$ cat src/rtl/me_pkg.sv
// Shared constants and FSM encoding for the reference-window row fetcher.
package me_pkg;

  localparam int unsigned PIX_W   = 8;
  localparam int unsigned ROW_PIX = 23;
  localparam int unsigned ROW_W   = PIX_W * ROW_PIX;
  localparam int unsigned OUT_W   = 128;
  localparam int unsigned IDX_W   = 8;

  typedef enum logic [1:0] {
    StIdle  = 2'd0,
    StIssue = 2'd1,
    StDrain = 2'd2,
    StDone  = 2'd3
  } fetch_state_e;

endpackage

$ cat src/rtl/rd_valid_pipe.sv
// Valid shift register that tracks SRAM reads still in flight.
module rd_valid_pipe
  import me_pkg::*;
#(
  parameter int unsigned DEPTH = 1
) (
  input  logic clk_i,
  input  logic rst_n_i,
  input  logic valid_i,
  output logic tail_o,
  output logic any_o
);

  logic [DEPTH-1:0] pipe_q;

  always_ff @(posedge clk_i or negedge rst_n_i) begin
    if (!rst_n_i) begin
      pipe_q <= '0;
    end else begin
      pipe_q[0] <= valid_i;
      for (int i = 1; i < int'(DEPTH); i++) begin
        pipe_q[i] <= pipe_q[i-1];
      end
    end
  end

  assign tail_o = pipe_q[DEPTH-1];
  assign any_o  = |pipe_q;

endmodule

$ cat src/rtl/ref_row_fetch.sv
// Fetches one strided search-window row per cycle from the reference SRAM and
// presents each returned row on a registered bus with a valid strobe and index.
module ref_row_fetch
  import me_pkg::*;
#(
  parameter int unsigned ROWS   = 23,
  parameter int unsigned ADDR_W = 10,
  parameter int unsigned RD_LAT = 1
) (
  input  logic              clk_i,
  input  logic              rst_n_i,
  input  logic              start_i,
  input  logic [ADDR_W-1:0] base_addr_i,
  input  logic [ADDR_W-1:0] row_stride_i,
  output logic              busy_o,
  output logic              done_o,
  output logic              mem_rd_en_o,
  output logic [ADDR_W-1:0] mem_addr_o,
  input  logic [ROW_W-1:0]  mem_rd_data_i,
  output logic [ROW_W-1:0]  data_out,
  output logic              row_valid_o,
  output logic [IDX_W-1:0]  row_idx_o
);

  localparam logic [IDX_W-1:0] LastIdx = IDX_W'(ROWS - 1);

  fetch_state_e      state_q;
  logic [IDX_W-1:0]  issue_cnt_q;
  logic [IDX_W-1:0]  cap_cnt_q;
  logic [ADDR_W-1:0] stride_q;
  logic              tail;
  logic              in_flight;

  rd_valid_pipe #(
    .DEPTH (RD_LAT)
  ) u_rd_valid_pipe (
    .clk_i   (clk_i),
    .rst_n_i (rst_n_i),
    .valid_i (mem_rd_en_o),
    .tail_o  (tail),
    .any_o   (in_flight)
  );

  // mem_addr_o doubles as the running address register.
  always_ff @(posedge clk_i or negedge rst_n_i) begin
    if (!rst_n_i) begin
      state_q     <= StIdle;
      busy_o      <= 1'b0;
      done_o      <= 1'b0;
      mem_rd_en_o <= 1'b0;
      mem_addr_o  <= '0;
      stride_q    <= '0;
      issue_cnt_q <= '0;
    end else begin
      unique case (state_q)
        StIdle: begin
          if (start_i) begin
            state_q     <= StIssue;
            busy_o      <= 1'b1;
            mem_rd_en_o <= 1'b1;
            mem_addr_o  <= base_addr_i;
            stride_q    <= row_stride_i;
            issue_cnt_q <= '0;
          end
        end
        StIssue: begin
          if (issue_cnt_q == LastIdx) begin
            mem_rd_en_o <= 1'b0;
            state_q     <= StDrain;
          end else begin
            mem_addr_o  <= mem_addr_o + stride_q;
            issue_cnt_q <= issue_cnt_q + 1'b1;
          end
        end
        StDrain: begin
          // Pipe empty implies the final row was captured on the previous edge.
          if (!in_flight) begin
            done_o  <= 1'b1;
            state_q <= StDone;
          end
        end
        StDone: begin
          done_o  <= 1'b0;
          busy_o  <= 1'b0;
          state_q <= StIdle;
        end
        default: state_q <= StIdle;
      endcase
    end
  end

  always_ff @(posedge clk_i or negedge rst_n_i) begin
    if (!rst_n_i) begin
      data_out    <= '0;
      row_valid_o <= 1'b0;
      row_idx_o   <= '0;
      cap_cnt_q   <= '0;
    end else begin
      row_valid_o <= tail;
      if (state_q == StIdle && start_i) begin
        cap_cnt_q <= '0;
      end else if (tail) begin
        data_out  <= mem_rd_data_i;
        row_idx_o <= cap_cnt_q;
        cap_cnt_q <= cap_cnt_q + 1'b1;
      end
    end
  end

endmodule

$ cat config.mk
export PLATFORM = sky130hd
export DESIGN_NAME = ref_row_fetch
export DESIGN_NICKNAME = d
export VERILOG_FILES = /design/src/rtl/me_pkg.sv /design/src/rtl/rd_valid_pipe.sv /design/src/rtl/ref_row_fetch.sv
export SDC_FILE = /design/constraint.sdc
export NUM_CORES = 1
export LEC_CHECK = 0
export CAP_MARGIN = 0
export CORE_ASPECT_RATIO = 0.7
export CORE_UTILIZATION = 42
export CTS_CLUSTER_DIAMETER = 40
export DETAILED_ROUTE_END_ITERATION = 16
export PLACE_DENSITY = 0.81
export SYNTH_ARGS = -nofsm -noshare
export SYNTH_HDL_FRONTEND = slang
export SYNTH_SLANG_ARGS = --single-unit
$ cat constraint.sdc
create_clock -name clk_i -period 2.98 [get_ports clk_i]
set_clock_uncertainty 0.05 [all_clocks]
set_input_delay 0.298 -clock clk_i [delete_from_list [all_inputs] [get_ports clk_i]]
set_output_delay 0.298 -clock clk_i [all_outputs]
set_load 0.01 [all_outputs]
# Yosys cells after proc, flatten, opt, wreduce, memory -nomap -nowiden
# Index checks and enable logic that the tools add are counted.
# word_totals
wordCells	55
regBits	235
inputBits	207
# classes
n_eq_ne	8
add_sub_neg	3
bitwise	1
reduce_logical	13
muxes	18
# ops
cell	count
8-bit 2-to-1 mux	4
10-bit 2-to-1 mux	2
10-bit one-hot mux with 2 select lines	1
8-bit by 1-bit adder with 8-bit output, second input constant	2
8-bit one-hot mux with 2 select lines	1
10-bit adder	1
3-bit AND reduction	3
8-bit by 5-bit equality test with 1-bit output, second input constant	1
2-bit != test, second input constant	4
2-bit one-hot mux with 4 select lines	1
2-bit AND reduction	4
2-bit nonzero test	4
2-bit 2-to-1 mux	3
1-bit one-hot mux with 2 select lines	3
2-bit equality test, second input constant	2
1-bit 2-to-1 mux	3
2-bit by 1-bit equality test with 1-bit output, second input constant	1
2-bit logical NOT	1
1-bit logical AND	1
1-bit inverter	1

# Longest topological paths before layout
# logic_depth
ltp_word	4
mapped_depth	9
mapped_depth_nobuf	8

# Hierarchy
# From an unflattened synthesis, not the netlist that was laid out.
# unflattened
cells_unflattened	659
area_unflattened_um2	9482.8
# by_module_without_submodules
module	area_each_um2	seq_area_each_um2	instances	cells_per_inst
ref_row_fetch	9450.3	5855.6	1	657
rd_valid_pipe	32.5	25.0	1	2

# Worst setup path before layout
# OpenSTA, ideal clock, no wires.
# synth_timing
path_type	register -> register
from	register mem_addr_o[0]
to	register mem_addr_o[8]
period_less_slack_ns	2.160
slack_ns	0.820
setup_time_ns	0.077
path_stages_with_launch	9
t_arrival_ns	2.032
cell_sequence	dfrtp_1 ha_1 fa_1 a211oi_1 nor3_1 a211oi_1 xnor2_1 mux2i_1 a21oi_1
# synth_between
elab_chain_cells	3
# synth_rtl
item	line_no	text
from (decl)	ref_row_fetch.sv:18	output logic [ADDR_W-1:0] mem_addr_o,
from (signal assigned)	ref_row_fetch.sv:61	mem_addr_o <= base_addr_i;
from (signal assigned)	ref_row_fetch.sv:71	mem_addr_o <= mem_addr_o + stride_q;
10-bit adder	ref_row_fetch.sv:71	
10-bit 2-to-1 mux	ref_row_fetch.sv:67	if (issue_cnt_q == LastIdx) begin
10-bit one-hot mux with 2 select lines	ref_row_fetch.sv:55	unique case (state_q)
# No other way between the ends. The select of a mux whose other input is x is not followed.
# A chain may end at the register's enable or synchronous reset.

# Worst setup path in the final report
# Ends and elaborated chain as after synthesis.

==> impl_metrics.py <==
metrics = {
    "outcome": {
        "run_status": "complete, no violations",
    },
    "setup_path": {
        "worstSetupPathType": "register to register",
        "end_kind": "register",
        "worstPathRequired_ns": 3.39,
        "cp-start-kind": "register",
        "crit_fanout": 3,
        "cp.arrival_ns": 2.75,
    },
    "global_routing": {
        "first_global_vias": 7135,
        "grt_pass1_wl_mm": 40.5,
        "antenna_found_initial": 0,
        "overflow": 0,
        "grt_max_degree": 95,
        "track_usage": 0.224,
    },
    "yosys": {
        "synth_warnings": 0,
        "synthSimpleGateAreaFrac": 0.0494,
        "syn_area_um2": 9480,
        "synth_fa_ha_area_frac": 0.0245,
        "synthFlopType": "dfrtp_1",
        "synth_top_family_by_area": "multiplexers",
        "synth_compound_area_frac": 0.0298,
        "syn-num-nets": 884,
        "synth_edf_count": 0,
        "muxShareOfSynthArea": 0.240,
        "synth_cells": 659,
        "ys_types": 42,
        "ys_async_sr_fraction": 1.00,
        "ys_ff_latch": 235,
        "ys_seq_area_frac": 0.620,
        "synth_xor_area_frac": 0.0176,
        "syn_avg_cell_area_um2": 14.4,
    },
    "cts": {
        "cts_buffer_depth": 3,
        "cts_tree": "done",
        "cts_made_buffers": 30,
        "htreeDepth": 1,
        "cts.clk_slew.worst_paths_ns": 0.06,
        "clock_latency_ns": 0.54,
        "cts_root_buf": "clkbuf_16",
        "clock_sinks": 235,
    },
    "die": {
        "core.rowCount": 45,
        "start_util": 0.433,
        "io_pins": 413,
        "core_area_um2": 21900,
        "die-area_um2": 23200,
        "die_w_um": 182,
        "die_h_um": 128,
    },
    "placement": {
        "port_buffers": 412,
        "hpwlAfterDp_mm": 19.6,
        "routabilityCongestion": 0.858,
        "dp_worst_setup_slack_ns": 0.629,
    },
    "hold_path": {
        "hold_class": "input port to register",
    },
    "timing": {
        "slew_violations": 0,
        "finalHoldViolations": 0,
        "hold_slack_ns": 0.246,
        "period_minus_slack_ns": 2.34,
        "rsz0062_at_grt": "false",
        "setup_tns_ns": 0,
        "tightestPinTransition_ns": 0.773,
        "fmax_ghz": 0.428,
        "setup_viol": 0,
        "layout_setup_ws_ns": 0.642,
        "slew_headroom": 0.485,
        "period_share": 0.785,
    },
    "route": {
        "firstDrtPassIters": 4,
        "vias": 6836,
        "ant_nets": 0,
        "drt-vias-per-instance": 4.90,
        "routedWlPerCell_um": 18.7,
        "drc": 0,
        "drt_wl_total_mm": 26.1,
        "drtIter0Drc": 252,
    },
    "final_layout": {
        "nFillCells": 1587,
        "drive_above_1_share": 0.0773,
        "mostFrequentLayoutCell": "clkdlybuf4s50_1",
        "mostFrequentLayoutCells": "clkdlybuf4s50_1, dfrtp_1, mux2_1, nand2_1, clkbuf_16",
        "syn_to_final_growth_pct": 58.8,
        "num_antenna_cells": 0,
        "nets": 1315,
    },
    "power": {
        "irDropWorstVdd_mv": 0.635,
        "power_density_nw_per_um2": 1140,
        "p_leak_nw": 6.45,
    },
    "job": {
        "maxCapViolCount": 0,
    },
}
-- sequential cells by signal, summed over array words and instances (netlist names) --
signal	flops
busy_o	1
cap_cnt_q	8
data_out	184
done_o	1
issue_cnt_q	8
mem_addr_o	10
mem_rd_en_o	1
row_idx_o	8
row_valid_o	1
state_q	2
stride_q	10
u_rd_valid_pipe.any_o	1
-- cell usage after synthesis, types with 3 or more instances --
master / instances / area share
inv_1: 7 / 0.0028
mux2_2: 12 / 0.014
a21oi_1: 9 / 0.0048
mux2_1: 181 / 0.21
buf_2: 27 / 0.014
ha_1: 17 / 0.022
nand4_1: 8 / 0.0053
xnor2_1: 6 / 0.0055
nor2_1: 21 / 0.0083
dfrtp_1: 235 / 0.62
and2_1: 3 / 0.0020
xor2_1: 13 / 0.012
nand2_1: 54 / 0.021
and3_1: 4 / 0.0026
a21o_1: 5 / 0.0040
mux2i_1: 10 / 0.011
o21ai_0: 14 / 0.0074
clkbuf_1: 3 / 0.0012
-- final cells by class --
| class | count | area (um2) | share of cell area |
|---|---|---|---|
| tap | 282 | 353 | 0.0234 |
| multi-input combinational | 386 | 3430 | 0.228 |
| clock buffer | 42 | 877 | 0.0583 |
| clock inverter | 13 | 161 | 0.0107 |
| inverter | 7 | 26.3 | 0.00175 |
| sequential | 235 | 5880 | 0.391 |
| timing repair buffer | 430 | 4330 | 0.288 |
-- where the power goes --
group | internal (mW) | switching [mW]
Sequential | 4.75 | 0.891
Clock | 2.31 | 1.37
Combinational | 4.45 | 3.38
-- through the flow --
| step | std cells | instance area (um2) | total power [mW] | util |
|---|---|---|---|---|
| after floorplan | 659 | 9480 | 9.32 | - |
| after global placement | 1339 | 14000 | 13.3 | 0.639 |
| after detailed placement | 1339 | 14000 | 13.5 | 0.639 |
| after CTS | 1395 | 15100 | 17.3 | 0.687 |
| after global routing | 1395 | 15100 | 18.1 | 0.687 |
| final | 1395 | 15100 | 17.1 | 0.687 |
-- worst paths after layout --
path / startpoint / endpoint / slack (ns) / depth (start not counted)
setup / recovery: mem_addr_o[0]$_DFFE_PN0P_ / mem_addr_o[8]$_DFFE_PN0P_ / 0.64 / 8
hold / removal: row_stride_i[8] / stride_q[8]$_DFFE_PN0P_ / 0.25 / 3
setup reg to reg: mem_addr_o[0]$_DFFE_PN0P_ / mem_addr_o[8]$_DFFE_PN0P_ / 0.64 / 8
hold reg to reg: mem_rd_en_o$_DFFE_PN0P_ / u_rd_valid_pipe.any_o$_DFF_PN0_ / 0.40 / 0
max in group asynchronous: rst_n_i / stride_q[4]$_DFFE_PN0P_ / 1.70 / 3
min in group asynchronous: rst_n_i / data_out[10]$_DFFE_PN0P_ / 0.33 / 2
-- metal layers --
metal	part of all wire	track usage	up-vias
li1	-	-	3167
met1	0.43	0.294	3378
met2	0.49	0.372	243
met5	0	0	-
met4	0.028	0.0658	0
met3	0.057	0.0520	48
-- worst max-delay path, cell delays in order (launching register included) --
cell and delay (ns):
dfrtp_1 0.40, ha_1 0.23, fa_1 0.43, a211oi_1 0.39, nor3_1 0.11, a211oi_1 0.26
xnor2_1 0.15, mux2i_1 0.09, a21oi_1 0.15
-- cell families (layout without fill, tap and decap cells) --
kind of cell,count (synthesis),count (layout)
AO/OA/AOI/OAI,43,43
AND/OR/NAND/NOR,103,103
multiplexers,203,203
flip-flops,235,235
XOR/XNOR,19,19
buffers and inverters,38,492
adder cells (fa/ha/maj),18,18
-- timing repair --
item / CTS / global route
hold buffers: 1 / 0
setup buffers: 0 / 0
gates resized for setup: 0 / 0
endpoints found under the hold margin: 87 / 0
(Power assumes the default switching activity.)
==> RTL edit: new RTL, same flow settings <==
Re-encode `fetch_state_e` (4 states) as one-hot, 4 bits wide.
--- a/src/rtl/me_pkg.sv
+++ b/src/rtl/me_pkg.sv
@@ -7,11 +7,11 @@
   localparam int unsigned OUT_W   = 128;
   localparam int unsigned IDX_W   = 8;
 
-  typedef enum logic [1:0] {
-    StIdle  = 2'd0,
-    StIssue = 2'd1,
-    StDrain = 2'd2,
-    StDone  = 2'd3
+  typedef enum logic [3:0] {
+    StIdle  = 4'b0001,
+    StIssue = 4'b0010,
+    StDrain = 4'b0100,
+    StDone  = 4'b1000
   } fetch_state_e;
 
 endpackage
Formal check against the unedited RTL: no difference found for any inputs over 4 cycles, from zero or initial values and one cycle with rst_n_i low; so few cycles prove little.
==> RTL edit against the unedited design <==
Critical path depth is the same. Final cell count did not move. Global-route usage decreased by 0.58 points. Largest power group unchanged. Cell area increased by 0.52%. Routed wire length decreased by 0.66%. Non-clock buffer count down 7. Total power shrank 19%. Die area rose by 1.7%. Critical path type unchanged. Synthesized area rose by 1.8%. Worst setup slack lost 0.051 ns. Sequential cell count increased by 2. Core utilization is 0.17 points lower.
==> RTL edit: results (changes against the unedited design) <==
status=finished clean; Worst R2R Start=mem_addr_o[0]$_DFFE_PN0P_; vias per inst=4.88 (-0.50%); non-clock buffer instance count of the final layout=423 (-1.6%); WP data arrival=2.76 ns (about the same); ClkCell Share=0.0725 (+0.00353); Area after DPL=14000 µm² (+0.13%); layout filler cell count=1587 (unchanged); Area growth syn-to-layout=56.8%; number of library cell types mapped by synthesis=47 (+12%); hpwl dp=18.9 mm (-3.6%); Cell Rows=45 (unchanged); Worst Hold Class=in2async; # clk buffers=38 (-9.5%); post-CTS sizing=0 (unchanged); R2R cell count=8 (unchanged); first-pass iteration count of the detailed router=4 (unchanged); multi-input gates=372 (-3.6%); DRT iter0 DRCs=287 (+14%); routability cong.=0.829 (-3.4%); clock transition at the registers of the reported paths=0.06 ns (about the same); Seq/Total Area, Yosys=0.615 (-0.00538); gr usage total=0.218 (-0.00582); Synth warnings=0 (unchanged); vias in the first global route=7215 (+1.1%); final WL=26.0 mm (-0.66%); top cells by count, synth=dfrtp_1 (236), mux2_2 (201), nor2_1 (24), nand2_1 (22), buf_6 (20); Rel. slew slack=0.660 (+0.175); Num CTS Buffers=30 (unchanged); first-pass GRT wire length=39.9 mm (-1.5%); Top Registers=data_out x184, mem_addr_o x10, stride_q x10; largest net degree at the start of global routing=86 (-9.5%); I/O Buffers=412 (unchanged); critical-path maximum fanout=3 (unchanged); FFs & Latches=237 (+0.85%); Pleak=6.27 nW (-2.7%); fin nets=1287 (-2.1%); H-tree Lvls=1 (unchanged); inverter count=3 (-4); r2r setup slk=0.59 ns (-0.05 ns); startpoint types=flop; net count after synthesis=863 (-2.4%); Antenna Cells=0 (unchanged); Clk Latency, worst-skew pair=0.53 ns; postcts setup bufs=0 (unchanged); CP Capture Point=mem_addr_o[6]$_DFFE_PN0P_; Signal buf overhead=0.283 (-0.00495); VDD IR-drop max=0.509 mV (-20%); sequential fraction of total cell area=0.392 (+0.00139); CTS Root Cell=clkbuf_16; CTS max path bufs=3 (unchanged); share of cells above drive strength 1=0.250 (+0.173); multi-input combinational area share=0.227 (-0.000754); Synth area leaders=dfrtp_1 (61%), mux2_2 (23%), buf_6 (2.3%), ha_1 (1.6%), xor2_1 (1.1%)
==> RTL edit: cell types whose count changed after synthesis, moves of 3 or more <==
cell,delta
buf_6,+20
nand2_1,-32
buf_2,-23
nand3_1,+5
mux2_2,+189
and2_1,-3
ha_1,-5
inv_1,-5
nand4_1,-4
mux2_1,-181
nor2_1,+3
a21oi_1,+8
==> RTL edit: stage by stage <==
step	hold slack (ns)	instances	worst slack [ns]
finish	0.227	1395	0.590
global route	0.242	1395	0.352
CTS	0.222	1395	0.622
detailed placement	0.202	1339	0.637
global placement	0.200	1339	0.647
floorplan	-0.0476	643	0.817
==> RTL edit: per-layer routing <==
metal  routed length, µm  share of wire  vias to the layer above  global-route usage
met1                9780           0.38                     3380               0.249
li1                    -              -                     3128                   -
met2               13400           0.52                      254               0.391
met4                 514          0.020                        0              0.0539
met5                   0              0                        -                   0
met3                2250          0.087                       40              0.0767
==> RTL edit: critical path, stage by stage, from the launching register on <==
cell and delay [ns]:
dfrtp_1 0.39, ha_1 0.23, fa_1 0.44, a211oi_1 0.41
o21bai_1 0.13, a21oi_1 0.18, xor2_1 0.16, a22oi_1 0.10
a21o_1 0.18
==> RTL edit: cells by family (layout without fill, tap and decap cells) <==
logic type               after synthesis  after routing  share of synthesized area
AND/OR/NAND/NOR                       80             80                     0.0440
multiplexers                         210            210                      0.244
adder cells (fa/ha/maj)               13             13                     0.0176
buffers and inverters                 34            481                     0.0301
flip-flops                           237            237                      0.615
AO/OA/AOI/OAI                         50             50                     0.0322
XOR/XNOR                              19             19                     0.0173
==> RTL edit: report_power, final <==
part	internal [mW]	switching, mW
sequential	4.16	0.574
combinational	3.02	2.19
clock	2.49	1.43
